--- src/rtl/encoder_pkg.sv ---
// encoder_pkg
//   Shared definitions for the quadrature encoder controller: the decoder
//   state enumeration (encodings are visible on the currState debug port),
//   the rest level of the debounced XY pair, and default parameter values.
package encoder_pkg;

  localparam int unsigned WIDTH_DEF    = 8;
  localparam int unsigned DEBOUNCE_DEF = 4;

  // Both channels high is the detent (rest) position.
  localparam logic [1:0] REST_LVL = 2'b11;

  typedef enum logic [2:0] {
    ST_REST  = 3'd0,
    ST_CW_A  = 3'd1,  // XY = 01
    ST_CW_B  = 3'd2,  // XY = 00
    ST_CW_C  = 3'd3,  // XY = 10
    ST_CCW_A = 3'd4,  // XY = 10
    ST_CCW_B = 3'd5,  // XY = 00
    ST_CCW_C = 3'd6,  // XY = 01
    ST_ERR   = 3'd7
  } enc_state_e;

endpackage

--- src/rtl/enc_debounce.sv ---
// enc_debounce
//   Two-flop synchronizer followed by a stability filter for one raw
//   encoder channel. The filtered value only takes a new level after the
//   synchronized input has disagreed with it for DEBOUNCE consecutive
//   cycles; any return to the current level restarts the count.
// Ports:
//   clk     - system clock
//   rst_n   - asynchronous active-low reset (all stages reset to 1)
//   raw_in  - raw channel input, asynchronous to clk
//   deb_out - debounced channel level
module enc_debounce
  import encoder_pkg::*;
#(
  parameter int DEBOUNCE = DEBOUNCE_DEF
) (
  input  logic clk,
  input  logic rst_n,
  input  logic raw_in,
  output logic deb_out
);

  localparam logic [7:0] DEB_LIMIT = 8'(DEBOUNCE);

  logic       sync1_q;
  logic       sync2_q;
  logic       deb_q;
  logic       deb_d;
  logic [7:0] cnt_q;
  logic [7:0] cnt_d;
  logic [7:0] cnt_inc_s;

  // Stability counter: counts cycles of disagreement, commits on reaching the limit.
  always_comb begin
    cnt_inc_s = cnt_q + 8'd1;
    deb_d     = deb_q;
    cnt_d     = 8'd0;
    if (sync2_q != deb_q) begin
      if (cnt_inc_s >= DEB_LIMIT) begin
        deb_d = sync2_q;
        cnt_d = 8'd0;
      end else begin
        cnt_d = cnt_inc_s;
      end
    end else begin
      cnt_d = 8'd0;
    end
  end

  // Synchronizer and filter registers; reset to the high (rest) level.
  always_ff @(posedge clk or negedge rst_n) begin
    if (!rst_n) begin
      sync1_q <= 1'b1;
      sync2_q <= 1'b1;
      deb_q   <= 1'b1;
      cnt_q   <= 8'd0;
    end else begin
      sync1_q <= raw_in;
      sync2_q <= sync1_q;
      deb_q   <= deb_d;
      cnt_q   <= cnt_d;
    end
  end

  assign deb_out = deb_q;

endmodule

--- src/rtl/encoder_controller.sv ---
// encoder_controller
//   Quadrature encoder front end: debounces both channels, tracks the
//   XY phase sequence of one detent through a decoder FSM, and keeps a
//   wrapping signed detent count.
// Ports:
//   clk, rst_n     - clock, asynchronous active-low reset
//   encInput_X/Y   - raw quadrature channels (asynchronous)
//   clear          - synchronous zero of position and errorFlag
//   position       - signed detent count, wraps modulo 2^WIDTH
//   stepValid      - one-cycle pulse per completed detent
//   stepDir        - direction of the last step (1 = CW, 0 = CCW)
//   errorFlag      - sticky illegal-transition flag
//   currState      - decoder state encoding for debug
module encoder_controller
  import encoder_pkg::*;
#(
  parameter int WIDTH    = WIDTH_DEF,
  parameter int DEBOUNCE = DEBOUNCE_DEF
) (
  input  logic                    clk,
  input  logic                    rst_n,
  input  logic                    encInput_X,
  input  logic                    encInput_Y,
  input  logic                    clear,
  output logic signed [WIDTH-1:0] position,
  output logic                    stepValid,
  output logic                    stepDir,
  output logic                    errorFlag,
  output logic [2:0]              currState
);

  localparam logic signed [WIDTH-1:0] POS_ZERO = {WIDTH{1'b0}};
  localparam logic signed [WIDTH-1:0] POS_ONE  = {{(WIDTH-1){1'b0}}, 1'b1};

  logic                    deb_x_s;
  logic                    deb_y_s;
  logic [1:0]              xy_s;
  enc_state_e              state_q;
  enc_state_e              state_d;
  logic signed [WIDTH-1:0] position_q;
  logic signed [WIDTH-1:0] position_d;
  logic                    step_valid_q;
  logic                    step_valid_d;
  logic                    step_dir_q;
  logic                    step_dir_d;
  logic                    error_q;
  logic                    error_d;
  logic                    step_cw_s;
  logic                    step_ccw_s;
  logic                    err_entry_s;

  enc_debounce #(.DEBOUNCE(DEBOUNCE)) u_deb_x (
    .clk     (clk),
    .rst_n   (rst_n),
    .raw_in  (encInput_X),
    .deb_out (deb_x_s)
  );

  enc_debounce #(.DEBOUNCE(DEBOUNCE)) u_deb_y (
    .clk     (clk),
    .rst_n   (rst_n),
    .raw_in  (encInput_Y),
    .deb_out (deb_y_s)
  );

  assign xy_s = {deb_x_s, deb_y_s};

  // Decoder next state; a step is flagged only on the *_C -> REST edge.
  always_comb begin
    state_d    = state_q;
    step_cw_s  = 1'b0;
    step_ccw_s = 1'b0;
    case (state_q)
      ST_REST: begin
        case (xy_s)
          2'b01:   state_d = ST_CW_A;
          2'b10:   state_d = ST_CCW_A;
          2'b00:   state_d = ST_ERR;
          default: state_d = state_q;
        endcase
      end
      ST_CW_A: begin
        case (xy_s)
          2'b00:   state_d = ST_CW_B;
          2'b11:   state_d = ST_REST;
          2'b10:   state_d = ST_ERR;
          default: state_d = state_q;
        endcase
      end
      ST_CW_B: begin
        case (xy_s)
          2'b10:   state_d = ST_CW_C;
          2'b01:   state_d = ST_CW_A;
          2'b11:   state_d = ST_ERR;
          default: state_d = state_q;
        endcase
      end
      ST_CW_C: begin
        case (xy_s)
          2'b11: begin
            state_d   = ST_REST;
            step_cw_s = 1'b1;
          end
          2'b00:   state_d = ST_CW_B;
          2'b01:   state_d = ST_ERR;
          default: state_d = state_q;
        endcase
      end
      ST_CCW_A: begin
        case (xy_s)
          2'b00:   state_d = ST_CCW_B;
          2'b11:   state_d = ST_REST;
          2'b01:   state_d = ST_ERR;
          default: state_d = state_q;
        endcase
      end
      ST_CCW_B: begin
        case (xy_s)
          2'b01:   state_d = ST_CCW_C;
          2'b10:   state_d = ST_CCW_A;
          2'b11:   state_d = ST_ERR;
          default: state_d = state_q;
        endcase
      end
      ST_CCW_C: begin
        case (xy_s)
          2'b11: begin
            state_d    = ST_REST;
            step_ccw_s = 1'b1;
          end
          2'b00:   state_d = ST_CCW_B;
          2'b10:   state_d = ST_ERR;
          default: state_d = state_q;
        endcase
      end
      ST_ERR: begin
        if (xy_s == REST_LVL) begin
          state_d = ST_REST;
        end else begin
          state_d = state_q;
        end
      end
      default: state_d = ST_REST;
    endcase
  end

  // Output values for the next cycle; clear beats a step on position but
  // loses to a fresh error entry on errorFlag.
  always_comb begin
    err_entry_s  = (state_d == ST_ERR) && (state_q != ST_ERR);
    step_valid_d = step_cw_s | step_ccw_s;

    if (step_cw_s) begin
      step_dir_d = 1'b1;
    end else if (step_ccw_s) begin
      step_dir_d = 1'b0;
    end else begin
      step_dir_d = step_dir_q;
    end

    if (clear) begin
      position_d = POS_ZERO;
    end else if (step_cw_s) begin
      position_d = position_q + POS_ONE;
    end else if (step_ccw_s) begin
      position_d = position_q - POS_ONE;
    end else begin
      position_d = position_q;
    end

    if (err_entry_s) begin
      error_d = 1'b1;
    end else if (clear) begin
      error_d = 1'b0;
    end else begin
      error_d = error_q;
    end
  end

  // Decoder state and registered outputs.
  always_ff @(posedge clk or negedge rst_n) begin
    if (!rst_n) begin
      state_q      <= ST_REST;
      position_q   <= POS_ZERO;
      step_valid_q <= 1'b0;
      step_dir_q   <= 1'b0;
      error_q      <= 1'b0;
    end else begin
      state_q      <= state_d;
      position_q   <= position_d;
      step_valid_q <= step_valid_d;
      step_dir_q   <= step_dir_d;
      error_q      <= error_d;
    end
  end

  assign position  = position_q;
  assign stepValid = step_valid_q;
  assign stepDir   = step_dir_q;
  assign errorFlag = error_q;
  assign currState = state_q;

endmodule

--- config.mk ---
export PLATFORM = sky130hd
export DESIGN_NAME = encoder_controller
export DESIGN_NICKNAME = d
export VERILOG_FILES = /design/src/rtl/encoder_pkg.sv /design/src/rtl/enc_debounce.sv /design/src/rtl/encoder_controller.sv
export SDC_FILE = /design/constraint.sdc
export NUM_CORES = 1
export LEC_CHECK = 0
export CAP_MARGIN = 0
export CORE_MARGIN = 10
export CORE_UTILIZATION = 55
export CTS_BUF_LIST = sky130_fd_sc_hd__clkbuf_8 sky130_fd_sc_hd__clkbuf_16
export DETAILED_ROUTE_END_ITERATION = 10
export GPL_TIMING_DRIVEN = 1
export HOLD_SLACK_MARGIN = 0.05
export PLACE_DENSITY = 0.78
export SYNTH_ARGS = -nofsm -noshare
export SYNTH_HDL_FRONTEND = slang
export SYNTH_SLANG_ARGS = --single-unit
--- constraint.sdc ---
create_clock -name clk -period 5.2 [get_ports clk]
set_input_delay 1.04 -clock clk [delete_from_list [all_inputs] [get_ports clk]]
set_output_delay 1.04 -clock clk [all_outputs]
set_load 0.02 [all_outputs]
==> summary.md <==
| Metric | Value |
|---|---|
| Cells after Synth | between 150 and 200 |
| Leakage power | 0.953 nW |
| Switching pwr | around 0.00034 W |
| Clock Path Buffers | 2 |
| Area leader, netlist | dfrtp_1 |
| #FFs+latches synth | 36 |
| Crit path DAT | 3.14 ns |
| First-pass GRT wire length | around 5.6 mm |
| Sequential Power Share | 0.421 |
| Worst R2R Setup Slack | between 2 and 2.5 ns |
| Die Y | about 78 um |
| Outcome | finished clean |
| Avg Inst Size Synth | roughly 10 um2 |
| Worst-Skew Late Latency | a little under 0.3 ns |
| Via-per-instance ratio | 5.47 |
| Combinational power share | 0.373 |
| DRC | 0 |
| Register area | a little over 900 um2 |
| Max Cap Viol | 0 |
| Synthesized area | approximately 1800 um2 |
| RSZ-0062 raised after global routing | false |
| Most common cell in the netlist | dfrtp_1 |
| Fmax | ~340 MHz |
| Int Power | just under 0.0006 W |
| Place WS | 2.24 ns |
| Max_slew headroom | 0.665 |
| Hold Fails Final Rpt | 0 |
| Fin crit share | 0.570 |
| List of most frequent post-synthesis cells | 30 x dfrtp_1, 16 x nand2_1, 11 x nor2_1 |
| Top cells by area, synth | dfrtp_1 41%, dfstp_2 8.6%, ha_1 5.4% |
| Root buffer cell | clkbuf_8 |
| Slowest CP cell | dfstp_2 |
| Layout cells sized above 1 | 0.115 |
| Antenna Nets Post-Route | 0 |
| CTS tree | done |
| Switching Share | 0.369 |
| Largest net degree at the start of global routing | 37 |
| Layout fillers | approximately 240 |
| DIE AREA | ~6000 um2 |
| Final Wtd Congestion | between 0.8 and 0.9 |
| Chip Width | ~78 um |
| Layout Skew | approximately 0.0056 ns |
| Clock Sinks | 36 |
| Hold Crit Class | reg2reg |
| Number of global-route vias before repair | roughly 1,300 |
| P per Cell Area | roughly 420 nW/um2 |
| I/O Pins | 19 |
| Yosys warning total | 0 |
| Initial core utilization | 0.588 |
| Layout Nets | between 200 and 250 |
| Cts hold-fix bufs | 0 |
| Area of the multi-input gates | 912 um2 |
| Post-synth top area share | 0.408 |
| Endpoint type of the worst setup path | register |
| Max VDD drop | 0.000296 V |
| DRT Wirelength | approximately 3.4 mm |
| Commonest register cell after synthesis | dfrtp_1 |
| Cts repair resizes | 0 |
| FFs w/ async S/R, synth | 1.00 |
| Global Route Usage Sum | 0.111 |
| DR vias | between 1,000 and 1,500 |
| Area Growth Syn to Fin | 18.4% |
| Number of diodes | 0 |
| Port-buffer cells | 18 |
| Post-synth cell types | 50 |
| Startpoint types | register |
| Crit-path cells | and3_1, nor2b_1, nand2_1, ha_1, a21o_1, a31o_2, a21oi_2, mux2i_1, mux2_2 |
| Final Max Tran Viols | 0 |
| Final setup vio count | 0 |
| Core Region | 3130 um2 |
| Min setup slack post-route | about 2.2 ns |
| CP peak stage delay | around 0.66 ns |
| CTS H-tree depth | 2 |
| Register area share after synthesis | 0.494 |
| Row count | 20 |
| Pre-antenna DRT Iters | 4 |
| Num CTS Buffers | 5 |
| Postcts setup bufs | 0 |
| Clock Power Share | 0.205 |
| Critical path class | reg2reg |
| DRT iter0 DRCs | 58 |
| Post-synth EDFFs | 0 |
| Reg clk slew, reported paths | roughly 0.070 ns |
| CP Data Required Time | between 5 and 6 ns |
| Min Tclk post-route | 2.97 ns |
| Setup TNS | 0 ns |
| WL per Instance | between 10 and 15 um |
| Worst-path maximum fanout | 14 |
| Detailed placement HPWL | roughly 2.5 mm |
| Initial antenna violation count | 0 |
| Grt ovf | 0 |
| Slew at the pin with the worst max-slew slack | between 0.5 and 0.6 ns |
==> cell type report <==
type                            instances  area share
Clock inverter                          3     0.00747
Sequential cell                        36       0.417
Multi-Input combinational cell        138       0.419
Tap cell                               44      0.0253
Timing Repair Buffer                   19      0.0862
Clock buffer                            5      0.0316
Inverter                                8      0.0138
==> power by group through the flow <==
stage               clock network (W)  logic (W)  registers [W]
finish                       0.000188   0.000342       0.000386
global route                 0.000209   0.000379       0.000396
CTS                          0.000196   0.000346       0.000385
detailed placement                  0   0.000344       0.000390
global placement                    0   0.000335       0.000386
floorplan                           0   0.000234       0.000390
==> worst paths after layout <==
kind                                   end  cells past startpoint            start
max                            position[7]                      9  u_deb_y.deb_out
min                        u_deb_y.sync2_q                      0  u_deb_y.sync1_q
max reg2reg                    position[7]                      9  u_deb_y.deb_out
min reg2reg                u_deb_y.sync2_q                      0  u_deb_y.sync1_q
max in group asynchronous  u_deb_x.deb_out                      2            rst_n
min in group asynchronous      position[1]                      2            rst_n
==> registers in the layout, indices dropped and copies added, names as in the netlist <==
| register | count |
|---|---|
| u_deb_x.cnt_q | 8 |
| u_deb_y.deb_out | 1 |
| u_deb_x.deb_out | 1 |
| u_deb_y.sync1_q | 1 |
| stepDir | 1 |
| u_deb_y.cnt_q | 8 |
| u_deb_x.sync1_q | 1 |
| position | 8 |
| stepValid | 1 |
| u_deb_y.sync2_q | 1 |
| errorFlag | 1 |
| u_deb_x.sync2_q | 1 |
| currState | 3 |
==> layout by cell type (no fill, tap or decap), types with 3 or more instances in the layout <==
cell type and n:
dfrtp_1 30, inv_1 9, xnor2_1 5, o21ai_0 7, nand2_1 16, clkdlybuf4s50_1 18
nor3b_1 4, a21oi_1 8, conb_1 12, nand3_1 8, a31oi_1 3, and3_1 3
ha_1 8, clkbuf_8 5, dfstp_2 6, nor2_1 11, nor3_1 4, nor2b_1 6
o31ai_1 3, xor2_1 4
==> kinds of logic (layout without fill, tap and decap cells) <==
family | Yosys count | after routing | share of synthesized area
compound gates | 40 | 40 | 0.156
xor+xnor | 9 | 9 | 0.0428
fa+ha+maj | 9 | 9 | 0.0653
buf+inv | 16 | 35 | 0.0333
flops | 36 | 36 | 0.494
mux | 4 | 4 | 0.0258
other cells | 1 | 12 | 0.00204
simple gates | 64 | 64 | 0.182
==> layer usage <==
| layer | wire (um) | GRT usage |
|---|---|---|
| met1 | 1440 | 0.127 |
| met2 | 1590 | 0.177 |
| met3 | 272 | 0.0541 |
| met4 | 50 | 0.0383 |
| met5 | 0 | 0 |
==> critical path: cells and delay by family (launching register included) <==
family,cells,cell delay (ns)
flip-flops,1,0.66
AND/OR/NAND/NOR,3,0.64
AO/OA/AOI/OAI,3,0.58
multiplexers,2,0.55
adder cells (fa/ha/maj),1,0.43
==> through the flow <==
stage	total power, W	cell area (um2)	cells	util	hold WS (ns)
after floorplan	0.000624	1880	190	-	0.345
after global placement	0.000721	2090	245	0.669	0.346
after detailed placement	0.000734	2090	245	0.669	0.347
after CTS	0.000926	2180	253	0.696	0.358
after global routing	0.000984	2180	253	0.696	0.361
final	0.000915	2180	253	0.696	0.359
(Power assumes the default switching activity.)
